File: config.mk
export PLATFORM = sky130hd
export DESIGN_NAME = blokus_turn_ctrl
export DESIGN_NICKNAME = d
export VERILOG_FILES = /design/src/rtl/blokus_ctrl_pkg.sv /design/src/rtl/blokus_byte_buf.sv /design/src/rtl/blokus_turn_ctrl.sv
export SDC_FILE = /design/constraint.sdc
export NUM_CORES = 1
export LEC_CHECK = 0
export ABC_AREA = 0
export ABC_CLOCK_PERIOD_IN_PS = 2500
export CAP_MARGIN = 20
export CORE_MARGIN = 2
export CORE_UTILIZATION = 29
export CTS_BUF_LIST = sky130_fd_sc_hd__clkbuf_2
export DETAILED_ROUTE_END_ITERATION = 7
export HOLD_SLACK_MARGIN = 0.1
export PLACE_DENSITY = 0.44
export SKIP_LAST_GASP = 1
export SYNTH_ARGS = -nofsm -noshare
export SYNTH_HDL_FRONTEND = slang
export SYNTH_HIERARCHICAL = 1
export SYNTH_SLANG_ARGS = --single-unit
File: constraint.sdc
create_clock -name clk -period 2.5 [get_ports clk]
set_clock_uncertainty 0.05 [all_clocks]
set_input_delay 0.5 -clock clk [delete_from_list [all_inputs] [get_ports clk]]
set_output_delay 0.5 -clock clk [all_outputs]
set_load 0.005 [all_outputs]
File: src/rtl/blokus_ctrl_pkg.sv
// Shared definitions for the Blokus turn sequencer: FSM state encoding,
// turn counter width and a small index-width helper.
package blokus_ctrl_pkg;

  localparam int TURN_CNT_W = 16;

  typedef enum logic [2:0] {
    ST_IDLE     = 3'd0,
    ST_COLLECT  = 3'd1,
    ST_ISSUE    = 3'd2,
    ST_WAIT_RSP = 3'd3,
    ST_DRAIN    = 3'd4
  } turn_state_e;

  // Width of an index addressing `depth` entries; never below one bit.
  function automatic int idx_w(input int depth);
    return (depth > 1) ? $clog2(depth) : 1;
  endfunction

endpackage

File: src/rtl/blokus_byte_buf.sv
// Small byte buffer: one synchronous write port and one combinational
// indexed read port. Contents are deliberately not reset; a packet is
// always fully written before any of it is read back.
module blokus_byte_buf
  import blokus_ctrl_pkg::*;
#(
  parameter int DEPTH  = 4,
  parameter int DATA_W = 8,
  localparam int AW    = idx_w(DEPTH)
) (
  input  logic              clk,
  input  logic              we,
  input  logic [AW-1:0]     waddr,
  input  logic [DATA_W-1:0] wdata,
  input  logic [AW-1:0]     raddr,
  output logic [DATA_W-1:0] rdata
);

  // Storage is rounded up to a power of two so every index value is in range.
  logic [DATA_W-1:0] mem_r [2**AW];

  // Write port: store the presented byte at the write index.
  always_ff @(posedge clk) begin
    if (we) begin
      mem_r[waddr] <= wdata;
    end
  end

  assign rdata = mem_r[raddr];

endmodule

File: src/rtl/blokus_turn_ctrl.sv
// Blokus turn sequencer. Collects one host command packet, streams it to
// the engine with EOS on the final byte, gathers the engine's fixed-length
// reply and hands it back to the host, one turn at a time.
// Optional feature: define BLOKUS_TURN_CHKSUM_EN to expect a trailing XOR
// checksum byte after the payload; a mismatch pulses cmd_err and drops
// the packet. Without the macro cmd_err is constant 0.
module blokus_turn_ctrl
  import blokus_ctrl_pkg::*;
#(
  parameter int DATA_W      = 8,
  parameter int CMD_LEN     = 4,
  parameter int RSP_LEN     = 4,
  parameter int TIMEOUT_CYC = 1000000,
  parameter int TO_W        = 20
) (
  input  logic                  clk,
  input  logic                  reset,
  input  logic                  host_wr,
  input  logic [DATA_W-1:0]     host_data,
  output logic                  host_full,
  output logic                  eng_in_en,
  output logic                  eng_in_eos,
  output logic [DATA_W-1:0]     eng_in_data,
  input  logic                  eng_in_rdy,
  output logic                  eng_out_en,
  input  logic [DATA_W-1:0]     eng_out_data,
  input  logic                  eng_out_rdy,
  output logic                  rsp_valid,
  output logic [DATA_W-1:0]     rsp_data,
  input  logic                  rsp_ack,
  output logic                  busy,
  output logic                  timeout,
  output logic                  cmd_err,
  output logic [TURN_CNT_W-1:0] turn_cnt
);

  localparam int CAW = idx_w(CMD_LEN);
  localparam int RAW = idx_w(RSP_LEN);
`ifdef BLOKUS_TURN_CHKSUM_EN
  // Payload bytes 0..CMD_LEN-1 plus the checksum byte at index CMD_LEN.
  localparam int COLLECT_LAST = CMD_LEN;
`else
  localparam int COLLECT_LAST = CMD_LEN - 1;
`endif
  localparam int WW = idx_w(COLLECT_LAST + 1);

  turn_state_e           state_r;
  turn_state_e           state_nx_s;
  logic [WW-1:0]         widx_r;
  logic [CAW-1:0]        ridx_r;
  logic [RAW-1:0]        rcnt_r;
  logic [RAW-1:0]        didx_r;
  logic [TO_W-1:0]       to_cnt_r;
  logic [TURN_CNT_W-1:0] turn_cnt_r;
  logic                  timeout_r;
  logic                  cmd_err_r;
`ifdef BLOKUS_TURN_CHKSUM_EN
  logic [DATA_W-1:0]     chk_r;
`endif

  logic                  host_acc_s;
  logic                  col_last_s;
  logic                  chk_ok_s;
  logic                  cmd_we_s;
  logic                  issue_xfer_s;
  logic                  issue_last_s;
  logic                  rsp_xfer_s;
  logic                  rsp_last_s;
  logic                  to_hit_s;
  logic                  drain_xfer_s;
  logic                  drain_last_s;
  logic [DATA_W-1:0]     cmd_rd_s;
  logic [DATA_W-1:0]     rsp_rd_s;

  // Handshake decode: which transfers happen this cycle and whether they are the last.
  always_comb begin
    host_acc_s   = host_wr && ((state_r == ST_IDLE) || (state_r == ST_COLLECT));
    col_last_s   = (widx_r == WW'(COLLECT_LAST));
`ifdef BLOKUS_TURN_CHKSUM_EN
    chk_ok_s     = (host_data == chk_r);
    cmd_we_s     = host_acc_s && !col_last_s;
`else
    chk_ok_s     = 1'b1;
    cmd_we_s     = host_acc_s;
`endif
    issue_xfer_s = (state_r == ST_ISSUE) && eng_in_rdy;
    issue_last_s = (ridx_r == CAW'(CMD_LEN - 1));
    rsp_xfer_s   = (state_r == ST_WAIT_RSP) && eng_out_rdy;
    rsp_last_s   = (rcnt_r == RAW'(RSP_LEN - 1));
    // An accepted byte in the same cycle wins over the timeout.
    to_hit_s     = (state_r == ST_WAIT_RSP) && !eng_out_rdy &&
                   (to_cnt_r == TO_W'(TIMEOUT_CYC - 1));
    drain_xfer_s = (state_r == ST_DRAIN) && rsp_ack;
    drain_last_s = (didx_r == RAW'(RSP_LEN - 1));
  end

  // FSM state register.
  always_ff @(posedge clk or posedge reset) begin
    if (reset) begin
      state_r <= ST_IDLE;
    end else begin
      state_r <= state_nx_s;
    end
  end

  // FSM next-state logic.
  always_comb begin
    state_nx_s = state_r;
    case (state_r)
      ST_IDLE, ST_COLLECT: begin
        if (host_acc_s) begin
          if (col_last_s) begin
            if (chk_ok_s) begin
              state_nx_s = ST_ISSUE;
            end else begin
              state_nx_s = ST_IDLE;
            end
          end else begin
            state_nx_s = ST_COLLECT;
          end
        end else begin
          state_nx_s = state_r;
        end
      end
      ST_ISSUE: begin
        if (issue_xfer_s && issue_last_s) begin
          state_nx_s = ST_WAIT_RSP;
        end else begin
          state_nx_s = state_r;
        end
      end
      ST_WAIT_RSP: begin
        if (rsp_xfer_s && rsp_last_s) begin
          state_nx_s = ST_DRAIN;
        end else if (to_hit_s) begin
          state_nx_s = ST_IDLE;
        end else begin
          state_nx_s = state_r;
        end
      end
      ST_DRAIN: begin
        if (drain_xfer_s && drain_last_s) begin
          state_nx_s = ST_IDLE;
        end else begin
          state_nx_s = state_r;
        end
      end
      default: begin
        state_nx_s = ST_IDLE;
      end
    endcase
  end

  // Indices, timeout counter, turn counter and the registered status pulses.
  always_ff @(posedge clk or posedge reset) begin
    if (reset) begin
      widx_r     <= {WW{1'b0}};
      ridx_r     <= {CAW{1'b0}};
      rcnt_r     <= {RAW{1'b0}};
      didx_r     <= {RAW{1'b0}};
      to_cnt_r   <= {TO_W{1'b0}};
      turn_cnt_r <= {TURN_CNT_W{1'b0}};
      timeout_r  <= 1'b0;
      cmd_err_r  <= 1'b0;
`ifdef BLOKUS_TURN_CHKSUM_EN
      chk_r      <= {DATA_W{1'b0}};
`endif
    end else begin
      if (host_acc_s) begin
        widx_r <= col_last_s ? {WW{1'b0}} : (widx_r + WW'(1'b1));
      end
`ifdef BLOKUS_TURN_CHKSUM_EN
      if (host_acc_s) begin
        chk_r <= col_last_s ? {DATA_W{1'b0}} : (chk_r ^ host_data);
      end
      cmd_err_r <= host_acc_s && col_last_s && !chk_ok_s;
`else
      cmd_err_r <= 1'b0;
`endif
      if (issue_xfer_s) begin
        ridx_r <= issue_last_s ? {CAW{1'b0}} : (ridx_r + CAW'(1'b1));
      end
      if (rsp_xfer_s) begin
        rcnt_r <= rsp_last_s ? {RAW{1'b0}} : (rcnt_r + RAW'(1'b1));
      end else if (to_hit_s) begin
        rcnt_r <= {RAW{1'b0}};
      end
      // Held at zero outside WAIT_RSP, so it is clear on entry.
      if ((state_r != ST_WAIT_RSP) || rsp_xfer_s || to_hit_s) begin
        to_cnt_r <= {TO_W{1'b0}};
      end else begin
        to_cnt_r <= to_cnt_r + TO_W'(1'b1);
      end
      if (drain_xfer_s) begin
        didx_r <= drain_last_s ? {RAW{1'b0}} : (didx_r + RAW'(1'b1));
      end
      if (drain_xfer_s && drain_last_s) begin
        turn_cnt_r <= turn_cnt_r + TURN_CNT_W'(1'b1);
      end
      timeout_r <= to_hit_s;
    end
  end

  // Output decode from state and index registers only.
  always_comb begin
    host_full   = 1'b0;
    eng_in_en   = 1'b0;
    eng_in_eos  = 1'b0;
    eng_in_data = {DATA_W{1'b0}};
    eng_out_en  = 1'b0;
    rsp_valid   = 1'b0;
    rsp_data    = {DATA_W{1'b0}};
    busy        = 1'b0;
    case (state_r)
      ST_IDLE: begin
        busy = 1'b0;
      end
      ST_COLLECT: begin
        busy = 1'b1;
      end
      ST_ISSUE: begin
        busy        = 1'b1;
        host_full   = 1'b1;
        eng_in_en   = 1'b1;
        eng_in_eos  = issue_last_s;
        eng_in_data = cmd_rd_s;
      end
      ST_WAIT_RSP: begin
        busy       = 1'b1;
        host_full  = 1'b1;
        eng_out_en = 1'b1;
      end
      ST_DRAIN: begin
        busy      = 1'b1;
        host_full = 1'b1;
        rsp_valid = 1'b1;
        rsp_data  = rsp_rd_s;
      end
      default: begin
        busy = 1'b0;
      end
    endcase
  end

  assign timeout  = timeout_r;
  assign cmd_err  = cmd_err_r;
  assign turn_cnt = turn_cnt_r;

  blokus_byte_buf #(
    .DEPTH  (CMD_LEN),
    .DATA_W (DATA_W)
  ) u_cmd_buf (
    .clk   (clk),
    .we    (cmd_we_s),
    .waddr (widx_r[CAW-1:0]),
    .wdata (host_data),
    .raddr (ridx_r),
    .rdata (cmd_rd_s)
  );

  blokus_byte_buf #(
    .DEPTH  (RSP_LEN),
    .DATA_W (DATA_W)
  ) u_rsp_buf (
    .clk   (clk),
    .we    (rsp_xfer_s),
    .waddr (rcnt_r),
    .wdata (eng_out_data),
    .raddr (didx_r),
    .rdata (rsp_rd_s)
  );

endmodule

==> summary.md, run 1 <==
| Metric | Value |
|---|---|
| Outcome | finished, violations left |
| Violations in the final reports | negative setup slack |
| Standard-cell rows | 47 |
| Total number of nets in the final design | 488 |
| Area fraction of the dominant cell type after synthesis | 39.6% |
| Logic gate share of total power | 35.2% |
| Xor/xnor share of the synthesized area | 4.87% |
| Ant diodes | 0 |
| Leakage Power | 2.53 nW |
| Type of the setup path with the least slack | reg2out |
| Number of enable-type register cells in the synthesized netlist | 64 |
| Final wirelength | 10.6 mm |
| Kind of launch point of the worst setup path | flip-flop |
| Transition time of the tightest slew-check pin | 0.495 ns |
| Achievable Freq | 0.381 GHz |
| Clock buffer count from CTS | 9 |
| Count of routing violations after the opening detailed-route iteration | 126 |
| Setup repair after global routing missed its margin | true |
| Final period utilization | 105% |
| Storage element area | 3120 um^2 |
| Multi-input logic area | 1680 um^2 |
| Mux cell area share after synthesis | 8.81% |
| Total power per unit cell area | 796 nW/um^2 |
| Primary flip-flop cell chosen by synthesis mapping | edfxtp_1 |
| Share of flip-flops with an asynchronous set or reset | 42.9% |
| Cell types occupying the most area after synthesis | edfxtp_1 (40%), dfrtp_1 (25%), mux4_2 (7.4%) |
| HPWL after DPL | 6.66 mm |
| Crit-path max FO | 5 |
| Cell chain of the critical path | buf_6 -> clkinvlp_4 -> nor3_4 -> buf_6 -> buf_6 -> buf_6 -> and2_4 -> buf_6 |
| Number of input and output port buffers inserted | 60 |
| Layout-stage area growth over the synthesis result | 32.4% |
| Arrival time at the worst endpoint | 2.08 ns |
| First-pass GRT wire length | 16.9 mm |
| CP Capture Type | output port |
| Via count of the first global-routing pass | 3155 |
| Vias post-DR | 3082 |
| Final critical path time including I/O delays and setup | 2.63 ns |
| Level count of the clock H-tree | 3 |
| Sum of negative setup slack | -1.47 ns |
| Cell count after synthesis | 341 |
| Number of setup violations in the final report | 18 |
| Top cells by count, synth | edfxtp_1 (64), dfrtp_1 (48), nor2_1 (23) |
| Cell at the root of the clock tree | clkbuf_2 |
| CP max stage delay | 0.44 ns |
| Final worst slack | -0.128 ns |
| Post-Place Setup Slack | 0.271 ns |
| Part of the total power dissipated in the clock network | 18.3% |
| Effective utilization at floorplan | 29.5% |
| Drt via density | 4.50 |
| Adder-cell area share of the yosys netlist | 1.55% |
| Most used standard cell by instance count after synthesis | edfxtp_1 |
| All-Layer GR Usage | 12.5% |
| Max Buffers Root-to-Sink | 2 |
| Number of maximum-capacitance constraint violations | 0 |
| Vert. Die Dim | 133 um |
| Biggest area consumer among synthesized cells | edfxtp_1 |
| Number of clock sinks seen by CTS | 112 |
| Number of antenna violations at the first check in global routing | 0 |
| Fillers | 1594 |
| DRT antenna net count | 0 |
| DRC violations left | 0 |
| Die span in x | 133 um |
| Total count of hold-check failures in the final report | 0 |
| Avg Cell Area, Syn | 14.2 um^2 |
| Hold slack | 0.411 ns |
| Internal power | 3.63 mW |
| Crit path max-delay family | buffers and inverters |
| Slowest cell on the critical path | dfrtp_1 |
| Average wire per standard cell | 15.4 um |
| Net count of the mapped netlist | 369 |
| Share of layout cells above drive strength 1 | 31.8% |
| Power spent charging and discharging nets | 1.48 mW |
| Largest net degree at the start of global routing | 22 |
| Die Footprint | 17800 um^2 |
| Cell repeated most along the worst path | buf_6 |
| I/O Pins | 62 |
| Combinational family with the most area after synthesis | simple AND/OR/NAND/NOR gates |
| Final Max Slew Viols | 0 |
| Headroom to the max-slew limit | 66.7% |
| Clock network latency to the later pin of the worst-skew pair | 0.63 ns |
| Critical path data required time | 1.95 ns |
| Switching share of total power | 29.0% |
| Portion of the post-synthesis area used by sequential elements | 64.3% |
| Unique masters post-synth | 48 |
| TritonCTS clock tree | yes |
| VDD IR max | 0.268 mV |
| Path type of the worst min-delay path | in2reg |
| Last weighted congestion value of the routability-driven placer | 0.737 |
| TritonRoute pass-1 iters | 4 |
| Placeable core area | 16500 um^2 |
| Compound-Gate Fraction of Synth Area | 3.09% |
| Summed instance area of the synthesized netlist | 4850 um^2 |
| Clock Pin Slew Worst Setup and Hold Paths | 0.30 ns |
| Number of buffers and inverters on the critical path | 6 |
| Register bit total from synthesis | 112 |
| Area fraction in and, or, nand and nor cells after synthesis | 14.9% |
| Sequential cell fraction of total power | 46.5% |
| Total power of the final layout | 5.12 mW |
| Yosys Warn Count | 6 |
| Global route overflow | 0 |
-- per-layer routing --
metal | vias to the layer above | track usage, % | routed length (um)
li1 | 1497 | - | -
met1 | 1531 | 16.6 | 4870
met2 | 47 | 19.7 | 5090
met3 | 7 | 4.41 | 498
met4 | 0 | 3.01 | 104
met5 | - | 0 | 0
-- final timing paths --
kind	startpoint	to	slack (ns)	cells past startpoint
hold / removal	eng_out_data[4]	u_rsp_buf/mem_r[0][4]$_DFFE_PP_	0.41	1
min in group asynchronous	reset	turn_cnt[13]$_DFFE_PP0P_	0.64	3
setup / recovery	state_r[1]$_DFFE_PP0P_	eng_in_data[2]	-0.13	8
hold reg to reg	turn_cnt[15]$_DFFE_PP0P_	turn_cnt[15]$_DFFE_PP0P_	0.45	1
max in group asynchronous	reset	ridx_r[1]$_DFFE_PP0N_	1.11	4
setup reg to reg	to_cnt_r[0]$_DFF_PP0_	to_cnt_r[17]$_DFF_PP0_	0.30	6
-- final cells by class --
cell class	instances	area share, %
Timing Repair inverter	1	0.117
Timing Repair Buffer	120	18.0
Sequential cell	112	48.6
Clock inverter	7	1.48
Clock buffer	9	0.701
Tap cell	220	4.28
Inverter	10	0.720
Multi-Input combinational cell	206	26.1
-- power groups by stage --
stage	combinational, mW	sequential [mW]	clock [mW]
finish	1.80	2.38	0.937
global route	1.95	2.42	1.06
CTS	1.66	2.38	0.989
detailed placement	1.30	2.43	0
global placement	1.29	2.42	0
floorplan	0.814	2.34	0
-- state kept, by name, summed over array words and instances (netlist names) --
signal / count
turn_cnt: 16
state_r: 3
u_rsp_buf/mem_r: 32
ridx_r: 2
didx_r: 2
u_cmd_buf/mem_r: 32
to_cnt_r: 20
timeout: 1
rcnt_r: 2
widx_r: 2
-- cell usage in the layout, fill, tap and decap left out, drive strengths merged, types with 2 or more instances in the layout --
cell	netlist	final
buf	7	79
and2	19	19
clkinv	0	3
o21ai	10	10
xor2	12	12
or4b	2	2
clkbuf	6	11
nand3	15	15
nor3b	3	3
nor4	5	5
clkinvlp	0	3
or4	4	4
mux4	16	16
dfrtp	48	48
mux2	6	6
and4	4	4
inv	10	10
nor2	23	23
nand2	18	18
nand4	5	5
ha	6	6
a21oi	7	7
clkdlybuf4s50	0	38
o22ai	2	2
or3	6	6
bufinv	0	2
edfxtp	64	64
and3b	4	4
nor3	6	6
xnor2	15	15
and3	8	8
-- timing repair --
action                                  4_1_cts  5_1_grt
setup buffers                                34        7
hold endpoints to repair                     19        0
hold buffers                                  1        0
pin swaps                                    15       14
resized for setup                           116       33
endpoints found under the setup margin       22       22
gates cloned                                  2        0
-- stage by stage --
step,instances,instance area [um^2],utilization [%]
finish,685,6430,39.1
global route,685,6430,39.1
CTS,680,6310,38.4
detailed placement,628,5840,35.5
global placement,628,5840,35.5
floorplan,341,4850,-
-- kinds of logic (layout without fill, tap and decap cells) --
group,count (synthesis),after routing
AO/OA/AOI/OAI,25,25
multiplexers,22,22
flip-flops,112,112
other,1,1
AND/OR/NAND/NOR,125,125
XOR/XNOR,27,27
buffers and inverters,23,147
adder cells (fa/ha/maj),6,6
Power figures use the tool's default switching activity.
==> run 2, diff against run 1 <==
--- a/config.mk
+++ b/config.mk
@@ -8,7 +8,7 @@
 export ABC_AREA = 0
 export ABC_CLOCK_PERIOD_IN_PS = 2500
 export CAP_MARGIN = 20
-export CORE_MARGIN = 2
+export CORE_MARGIN = 5
 export CORE_UTILIZATION = 29
 export CTS_BUF_LIST = sky130_fd_sc_hd__clkbuf_2
 export DETAILED_ROUTE_END_ITERATION = 7
==> run 2 against run 1 <==
The run still ends with negative setup slack left; via count decreased by 0.29%; routed wire length is 0.45% lower; core utilization fell by 0.52 points; sequential power is essentially flat; register-to-register slack hardly changed; critical path depth fell by 2; first-iteration DRC count down 2.4%; final area fell by 0.97%; total power is 2.0% lower; combinational power decreased by 6%; setup slack better by 0.053 ns; critical path type unchanged; critical endpoint is now rsp_data[2].
==> summary.md, run 2 (synthesized netlist as in run 1, its figures left out) <==
| Metric | Value |
|---|---|
| Largest registers ranked by flip-flop count | u_cmd_buf/mem_r x32, u_rsp_buf/mem_r x32, to_cnt_r x20 |
| Final critical path time including I/O delays and setup | 2.57 ns (-0.0534 ns) |
| Total count of hold-check failures in the final report | 0 (unchanged) |
| CP Capture Type | output port |
| Final worst slack | -0.0743 ns (+0.0534 ns) |
| Transition time of the tightest slew-check pin | 0.504 ns (+0.00883 ns) |
| TritonRoute pass-1 iters | 4 (unchanged) |
| Share of layout cells above drive strength 1 | 30.5% (-1.3 points) |
| Number of maximum-capacitance constraint violations | 0 (unchanged) |
| Switching share of total power | 29.0% (about the same) |
| Final period utilization | 103% (-2.1 points) |
| Total number of nets in the final design | 485 (-0.61%) |
| Total power of the final layout | 5.01 mW (-2.0%) |
| All-Layer GR Usage | 11.1% (-1.4 points) |
| Fillers | 1594 (unchanged) |
| Violations in the final reports | negative setup slack |
| First-pass GRT wire length | 16.7 mm (-1.1%) |
| Total power per unit cell area | 787 nW/um^2 (-1.1%) |
| Number of clock sinks seen by CTS | 112 (unchanged) |
| DRT antenna net count | 0 (unchanged) |
| Critical path data required time | 1.95 ns (about the same) |
| Drt via density | 4.51 (+0.15%) |
| Clock buffer count from CTS | 9 (unchanged) |
| Placeable core area | 16500 um^2 (+0.36%) |
| HPWL after DPL | 6.96 mm (+4.4%) |
| Global route overflow | 0 (unchanged) |
| VDD IR max | 0.234 mV (-13%) |
| Final wirelength | 10.5 mm (-0.45%) |
| Crit-path max FO | 3 (-2) |
| Hold slack | 0.436 ns (+0.0250 ns) |
| Die Footprint | 19400 um^2 (+9.2%) |
| Vert. Die Dim | 139 um (+4.5%) |
| Effective utilization at floorplan | 29.4% (-0.10 points) |
| Level count of the clock H-tree | 3 (unchanged) |
| Via count of the first global-routing pass | 3112 (-1.4%) |
| Kind of launch point of the worst setup path | flip-flop |
| Count of routing violations after the opening detailed-route iteration | 123 (-2.4%) |
| Arrival time at the worst endpoint | 2.02 ns (-0.06 ns) |
| Internal power | 3.56 mW (-2.0%) |
| Die span in x | 139 um (+4.5%) |
| Setup repair after global routing missed its margin | true |
| Last weighted congestion value of the routability-driven placer | 0.734 (-0.42%) |
| Clock Pin Slew Worst Setup and Hold Paths | 0.30 ns (about the same) |
| Logic gate share of total power | 34.0% (-1.2 points) |
| Vias post-DR | 3073 (-0.29%) |
| I/O Pins | 62 (unchanged) |
| Most frequent standard cell in the layout excluding fill and tap cells | edfxtp_1 |
| Ant diodes | 0 (unchanged) |
| Path type of the worst min-delay path | in2reg |
| Standard-cell rows | 47 (unchanged) |
| Leakage Power | 2.49 nW (-1.4%) |
| Outcome | finished, violations left |
| Max Buffers Root-to-Sink | 2 (unchanged) |
| Headroom to the max-slew limit | 66.1% (-0.59 points) |
| Number of antenna violations at the first check in global routing | 0 (unchanged) |
| Average wire per standard cell | 15.4 um (about the same) |
| Sequential cell fraction of total power | 47.6% (+1.1 points) |
| Layout-stage area growth over the synthesis result | 31.2% |
| Type of the setup path with the least slack | reg2out |
| Number of input and output port buffers inserted | 60 (unchanged) |
| Cell at the root of the clock tree | clkbuf_2 |
| Number of setup violations in the final report | 11 (-7) |
| Clock network latency to the later pin of the worst-skew pair | 0.59 ns (-0.04 ns) |
| Achievable Freq | 0.388 GHz (+2.1%) |
| Final Max Slew Viols | 0 (unchanged) |
| Largest net degree at the start of global routing | 22 (unchanged) |
| Part of the total power dissipated in the clock network | 18.4% (about the same) |
| TritonCTS clock tree | yes |
| DRC violations left | 0 (unchanged) |
| Commonest cells after routing, fill and taps aside | edfxtp_1 (64), dfrtp_1 (46), clkdlybuf4s50_1 (38) |
| Power spent charging and discharging nets | 1.45 mW (-2.1%) |
==> run 2: cell count changes in the layout (fill, tap and decap cells not counted), moves of 2 or more <==
cell,delta
buf_2,+3
buf_12,-2
and2_1,+4
and2_4,-4
buf_4,-2
clkinv_2,-2
buf_6,-4
==> run 2: routing by layer <==
layer  vias up  routed length, um  global-route usage (%)
met5         -                  0                       0
met4         0                182                    3.40
met3        12                392                    3.40
met2        44               5010                    17.1
met1      1527               4920                    15.0
li1       1490                  -                       -
==> run 2: power groups by stage <==
stage          registers (mW)  logic (mW)  clock network, mW
2_1_floorplan            2.34       0.814                  0
3_3_place_gp             2.41        1.32                  0
3_5_place_dp             2.42        1.33                  0
4_1_cts                  2.39        1.64              0.979
5_1_grt                  2.42        1.87               1.05
6_report                 2.39        1.70              0.922
==> run 2: timing repair <==
item	in CTS	in global routing
endpoints found under the hold margin	19	0
gates resized for setup	111	28
hold buffers	1	0
setup buffers	24	6
setup endpoints to repair	22	21
pin swaps	11	10
gates cloned	2	0
==> run 2: path summary, 6_finish.rpt <==
path	from	to	slack, ns	depth (start not counted)
worst max register to register	to_cnt_r[15]$_DFF_PP0_	to_cnt_r[17]$_DFF_PP0_	0.30	5
worst min-delay path	eng_out_data[2]	u_rsp_buf/mem_r[2][2]$_DFFE_PP_	0.44	1
min in group asynchronous	reset	to_cnt_r[13]$_DFF_PP0_	0.68	3
max in group asynchronous	reset	ridx_r[1]$_DFFE_PP0N_	1.07	4
worst max-delay path	state_r[1]$_DFFE_PP0P_	rsp_data[2]	-0.07	6
worst min register to register	turn_cnt[15]$_DFFE_PP0P_	turn_cnt[15]$_DFFE_PP0P_	0.44	1
==> run 2: area by class of cell <==
cell class	instances	area, um^2	area share [%]
Timing Repair Buffer	117	1090	17.1
Clock inverter	7	96.3	1.51
Multi-Input combinational cell	206	1680	26.4
Timing Repair inverter	1	7.51	0.118
Inverter	10	45.0	0.707
Clock buffer	9	45.0	0.707
Tap cell	220	275	4.32
Sequential cell	112	3130	49.1
==> run 2: stage by stage <==
| stage | cell area [um^2] | setup slack [ns] | utilization (%) | std cells | setup TNS, ns |
|---|---|---|---|---|---|
| 4_1_cts | 6260 | -0.226 | 37.9 | 676 | -2.58 |
| 3_3_place_gp | 5870 | 0.268 | 35.5 | 633 | 0 |
| 2_1_floorplan | 4850 | 0.351 | - | 341 | 0 |
| 6_report | 6370 | -0.0743 | 38.5 | 682 | -0.724 |
| 3_5_place_dp | 5870 | 0.256 | 35.5 | 633 | 0 |
| 5_1_grt | 6370 | -0.245 | 38.5 | 682 | -3.42 |
==> run 2: critical path: stages (launching register included) <==
cell and delay (ns):
dfrtp_1 0.49, or3b_4 0.44, inv_4 0.09, buf_6 0.09
buf_6 0.10, and2_4 0.12, buf_2 0.10
==> edit 1: new RTL, settings of run 2 <==
Change the parameter `CMD_LEN` from 4 to 8.
--- a/src/rtl/blokus_turn_ctrl.sv
+++ b/src/rtl/blokus_turn_ctrl.sv
@@ -8,7 +8,7 @@
   import blokus_ctrl_pkg::*;
 #(
   parameter int DATA_W      = 8,
-  parameter int CMD_LEN     = 4,
+  parameter int CMD_LEN     = 8,
   parameter int RSP_LEN     = 4,
   parameter int TIMEOUT_CYC = 1000000,
   parameter int TO_W        = 20
Check against the original RTL: not equivalent (a bounded check fails within 10 cycles, from zero or initial values and one cycle with reset high).
==> edit 1 against run 2 <==
The flow still finishes with violations (setup timing). First-iteration DRC count grew 72%. Setup slack lost 0.38 ns. Final area increased by 25%. Maximum frequency decreased by 13%. Register-to-register slack improved by 0.24 ns. Synthesized cell count is 19% higher. Clock power up 29%. Sequential power is 26% higher. Wire length is 31% higher. Global-route usage is 0.43 points higher. Sequential cell count grew 34. Power rose by 23%. Non-clock buffer count is 5 lower. Synthesized area is 31% higher. Highest routed layer is now met5.
==> edit 1: results (changes against run 2) <==
setup TNS -7.00 ns (-6.28 ns); Max-slew headroom 61.4% (-4.7 points); total wire length 13.8 mm (+31%); initial antenna violation count 2 (+2); syn nets 436 (+18%); status complete, but fails checks; Finish-stage setup viols 17 (+6); adder-cell share of the synthesized area 1.57% (+0.027 points); postcts setup bufs 21 (-13%); GR Util All Layers 11.5% (+0.43 points); final setup margin -0.456 ns (-0.382 ns); internal power 4.30 mW (+21%); crit-path max FO 4 (+1); H-tree depth 4 (+1); Global Route met2 Usage 18.8% (+1.7 points); Resize count post-CTS 108 (-2.7%); number of synthesized flops with an enable pin 96 (+50%); post-synthesis cell area 6360 µm² (+31%); largest delay contributor family on the critical path multiplexers; met3 usage 4.29% (+0.90 points); post-synthesis xor/xnor area fraction 4.13% (-0.74 points); Clk Latency, worst-skew pair 0.68 ns (+0.09 ns); initial DRC count 212 (+72%); CP max stage cell dfrtp_2; Largest regs u_cmd_buf/mem_r x64, u_rsp_buf/mem_r x32, to_cnt_r x20; synth cell count leaders edfxtp_1 (96), dfrtp_1 (50), nor2_1 (30), nand2_1 (22), xnor2_1 (21); Leak 2.99 nW (+20%); global-route wire length before repair 21.7 mm (+30%); TritonCTS buffer count 17 (+8); largest cells by area after synthesis edfxtp_1 (45%), dfrtp_1 (20%), mux4_1 (6.2%), mux4_2 (3.2%), xnor2_1 (2.9%); failing checks setup timing; multiplexer area fraction after synthesis 12.5% (+3.7 points); post-synthesis compound-gate area fraction 1.73% (-1.4 points); largest net degree at the start of global routing 42 (+91%); Seq pwr share 48.8% (+1.2 points)
==> edit 1: cell count changes in the layout (fill, tap and decap cells not counted), moves of 5 or more <==
cell	before	now
clkdlybuf4s50_1	38	46
and2_1	9	1
nor2_1	22	29
mux4_2	16	24
xnor2_1	14	21
edfxtp_1	64	96
inv_6	1	6
buf_6	31	16
and3_1	8	13
clkbuf_2	11	17
nand4_1	5	14
mux2_4	0	8
==> edit 1: routing by layer <==
layer | part of all wire, % | vias up | wire length (µm)
li1 | - | 1776 | -
met1 | 44 | 1921 | 6090
met2 | 49 | 79 | 6750
met3 | 5.9 | 12 | 811
met4 | 1.0 | 2 | 138
met5 | 0.051 | - | 7
==> edit 1: path summary, 6_finish.rpt <==
path                                      start  cells past startpoint               endpoint  slack (ns)
worst max-delay path                  ridx_r[0]                      6         eng_in_data[5]       -0.46
worst min-delay path            eng_out_data[4]                      1  u_rsp_buf/mem_r[0][4]        0.37
worst max register to register     to_cnt_r[12]                      5           to_cnt_r[15]        0.54
worst min register to register     turn_cnt[15]                      1           turn_cnt[15]        0.46
max in group asynchronous                 reset                      4             state_r[1]        1.32
min in group asynchronous                 reset                      3            turn_cnt[2]        0.53
==> edit 1: area by class of cell <==
cell class,count,area (µm²)
diodes,1,2.50
clock buffers,17,85.1
clock inverters,15,123
fillers,2078,13700
inverters,8,32.5
multi-input cells,237,2110
flip-flops and latches,146,4140
well taps,280,350
repair buffers,112,1110
==> edit 1: stage by stage <==
step	hold slack [ns]	setup WS, ns	cells	cell area, µm²	total power, mW
6_report	0.370	-0.456	816	7950	6.16
3_3_place_gp	0.421	-0.0227	760	7490	4.54
5_1_grt	0.254	-0.658	816	7950	6.54
2_1_floorplan	0.418	0.384	406	6360	3.95
4_1_cts	0.284	-0.574	815	7920	6.26
3_5_place_dp	0.433	-0.0415	760	7490	4.58
==> edit 2: new RTL, config.mk and constraints of run 2 <==
Without the edit above. Put one more register stage on the output `turn_cnt`, cleared by the reset. The value now appears one clock later. The other outputs are not delayed to match.
--- a/src/rtl/blokus_turn_ctrl.sv
+++ b/src/rtl/blokus_turn_ctrl.sv
@@ -244,7 +244,13 @@
 
   assign timeout  = timeout_r;
   assign cmd_err  = cmd_err_r;
-  assign turn_cnt = turn_cnt_r;
+  always_ff @(posedge clk or posedge reset) begin
+    if (reset) begin
+      turn_cnt <= '0;
+    end else begin
+      turn_cnt <= turn_cnt_r;
+    end
+  end
 
   blokus_byte_buf #(
     .DEPTH  (CMD_LEN),
Behaviour: same outputs for any inputs over 10 cycles, from zero or initial values and one cycle with reset high; that may be too few to reach the edited logic, so the function may still have changed.
==> edit 2 against run 2 <==
The flow still finishes with violations (setup timing). Setup slack got worse by 0.046 ns. Register-to-register slack improved by 0.12 ns. Synthesized area increased by 8.5%. Final area increased by 7.0%. Sequential cell count increased by 16. Critical path type unchanged. Wire length increased by 3.8%. Sequential power increased by 8%. Power increased by 10%. Cell count increased by 5.0%. Maximum frequency decreased by 1.8%.
==> edit 2: results (changes against run 2) <==
failing checks setup timing; largest net degree at the start of global routing 26 (+18%); synthesized area per cell 14.9 µm² (+4.5%); Finished Core Util 38.1% (-0.47 points); setup TNS -1.44 ns (-0.719 ns); VDD IR max 264 µV (+13%); Hold Startpoint turn_cnt_r[15]; clk tree area frac 3.56% (+1.3 points); Seq. cell area 3530 µm² (+13%); Arr. time, crit path 2.07 ns (+0.05 ns); DR vias 3185 (+3.6%); H-tree depth 4 (+1); hold crit path type reg2reg; initial DRC count 108 (-12%); Worst R2R Setup Slack 0.42 ns (+0.12 ns); crit-path max FO 4 (+1); layout cell share with drive strength beyond 1 31.2% (+0.69 points); Leak 2.75 nW (+10%); global-route wire length before repair 17.7 mm (+5.5%); status complete, but fails checks; synth cell count leaders dfrtp_1 (64), edfxtp_1 (64), nor2_1 (30), xnor2_1 (26), nand2_1 (22); Signal buf overhead 15.1% (-2.0 points); hold depth 0 (-1); async set-or-reset flop fraction in the synthesized netlist 50.0% (+7.1 points); Hold EP turn_cnt[15]; TritonCTS buffer count 17 (+8); # placed instances 654 (+3.3%); worst r2r path cells 8 (+3); GR Util All Layers 11.3% (+0.20 points); drt pass-1 iters 4 (unchanged); Reg-to-Reg Start state_r[2]; Clk Latency, worst-skew pair 0.65 ns (+0.06 ns); final setup margin -0.121 ns (-0.0464 ns); Finish-stage setup viols 16 (+5); Cell variety after synth 47 (-2.1%); multi-input combinational area share 24.9% (-1.5 points); Layout Nets 502 (+3.5%); placed wire-length estimate 7.20 mm (+3.5%); largest cells by area after synthesis edfxtp_1 (37%), dfrtp_1 (30%), mux4_2 (6.8%), xnor2_1 (4.3%), nor2_1 (2.1%); Post-Place Worst Slack 0.281 ns (+0.0251 ns); Placed Area 6250 µm² (+6.5%); non-clock buffer count in the final layout 111 (-5.1%); vias in the first global route 3498 (+12%); Multi-input comb cells 209 (+1.5%); reg-to-reg endpoint state_r[1]; Worst-path clk slew 0.18 ns (-0.12 ns); GPL Wtd Cong 0.736 (+0.23%); Sink Count 128 (+14%); Fillers 1750 (+9.8%); Seq/Total Area, Yosys 66.9% (+2.6 points); Post-Syn Instances 354 (+3.8%); CTS root buf clkbuf_2; invs w/o clock 7 (-4); syn nets 382 (+3.5%); mean routed wirelength per cell 15.2 µm (-1.1%); Min Hold Slack 0.372 ns (-0.0644 ns); non-filler cells, final 716 (+5.0%); clk_buf instances 20 (+11)
[edit 2: worst max-delay path by stage]
stage	from	endpoint	slack, ns	depth (start not counted)
floorplan	reset	didx_r[0]	0.35	1
global placement	ridx_r[0]	eng_in_data[0]	0.29	4
detailed placement	ridx_r[0]	eng_in_data[0]	0.28	4
CTS	ridx_r[0]	eng_in_data[5]	-0.25	5
global route	ridx_r[0]	eng_in_data[2]	-0.31	5
finish	ridx_r[0]	eng_in_data[0]	-0.12	5
[edit 2: routing by layer]
metal / global-route usage, % / up-vias / share of wire (%)
li1: - / 1523 / -
met1: 13.4 / 1596 / 43
met2: 18.6 / 57 / 50
met3: 4.27 / 9 / 5.2
met4: 4.17 / 0 / 1.1
met5: 0 / - / 0
[edit 2: kinds of logic (layout without fill, tap and decap cells)]
kind of cell | Yosys count | after routing | synth area share, %
simple gates | 132 | 132 | 14.4
compound gates | 16 | 16 | 1.92
mux | 21 | 21 | 7.91
flops | 128 | 128 | 66.9
other cells | 1 | 1 | 0.0712
fa+ha+maj | 6 | 6 | 1.43
xor+xnor | 33 | 33 | 5.49
buf+inv | 17 | 150 | 1.83
[edit 2: power breakdown]
group	switching, mW	leakage (nW)	internal [mW]
logic	0.682	1.15	0.973
clock network	0.741	0.149	0.560
registers	0.122	1.45	2.44
total	1.55	2.75	3.98
[edit 2: what timing repair did]
item | in CTS | in global routing
setup buffers | 26 | 3
endpoints found under the hold margin | 21 | 0
hold buffers | 1 | 0
gates resized for setup | 101 | 21
endpoints found under the setup margin | 22 | 20
pin swaps | 16 | 16
[edit 2: worst max-delay path, cell delays in order (launching register included)]
cell,delay [ns]
dfrtp_1,0.44
buf_6,0.14
buf_6,0.09
mux4_2,0.48
and2_4,0.15
buf_6,0.10
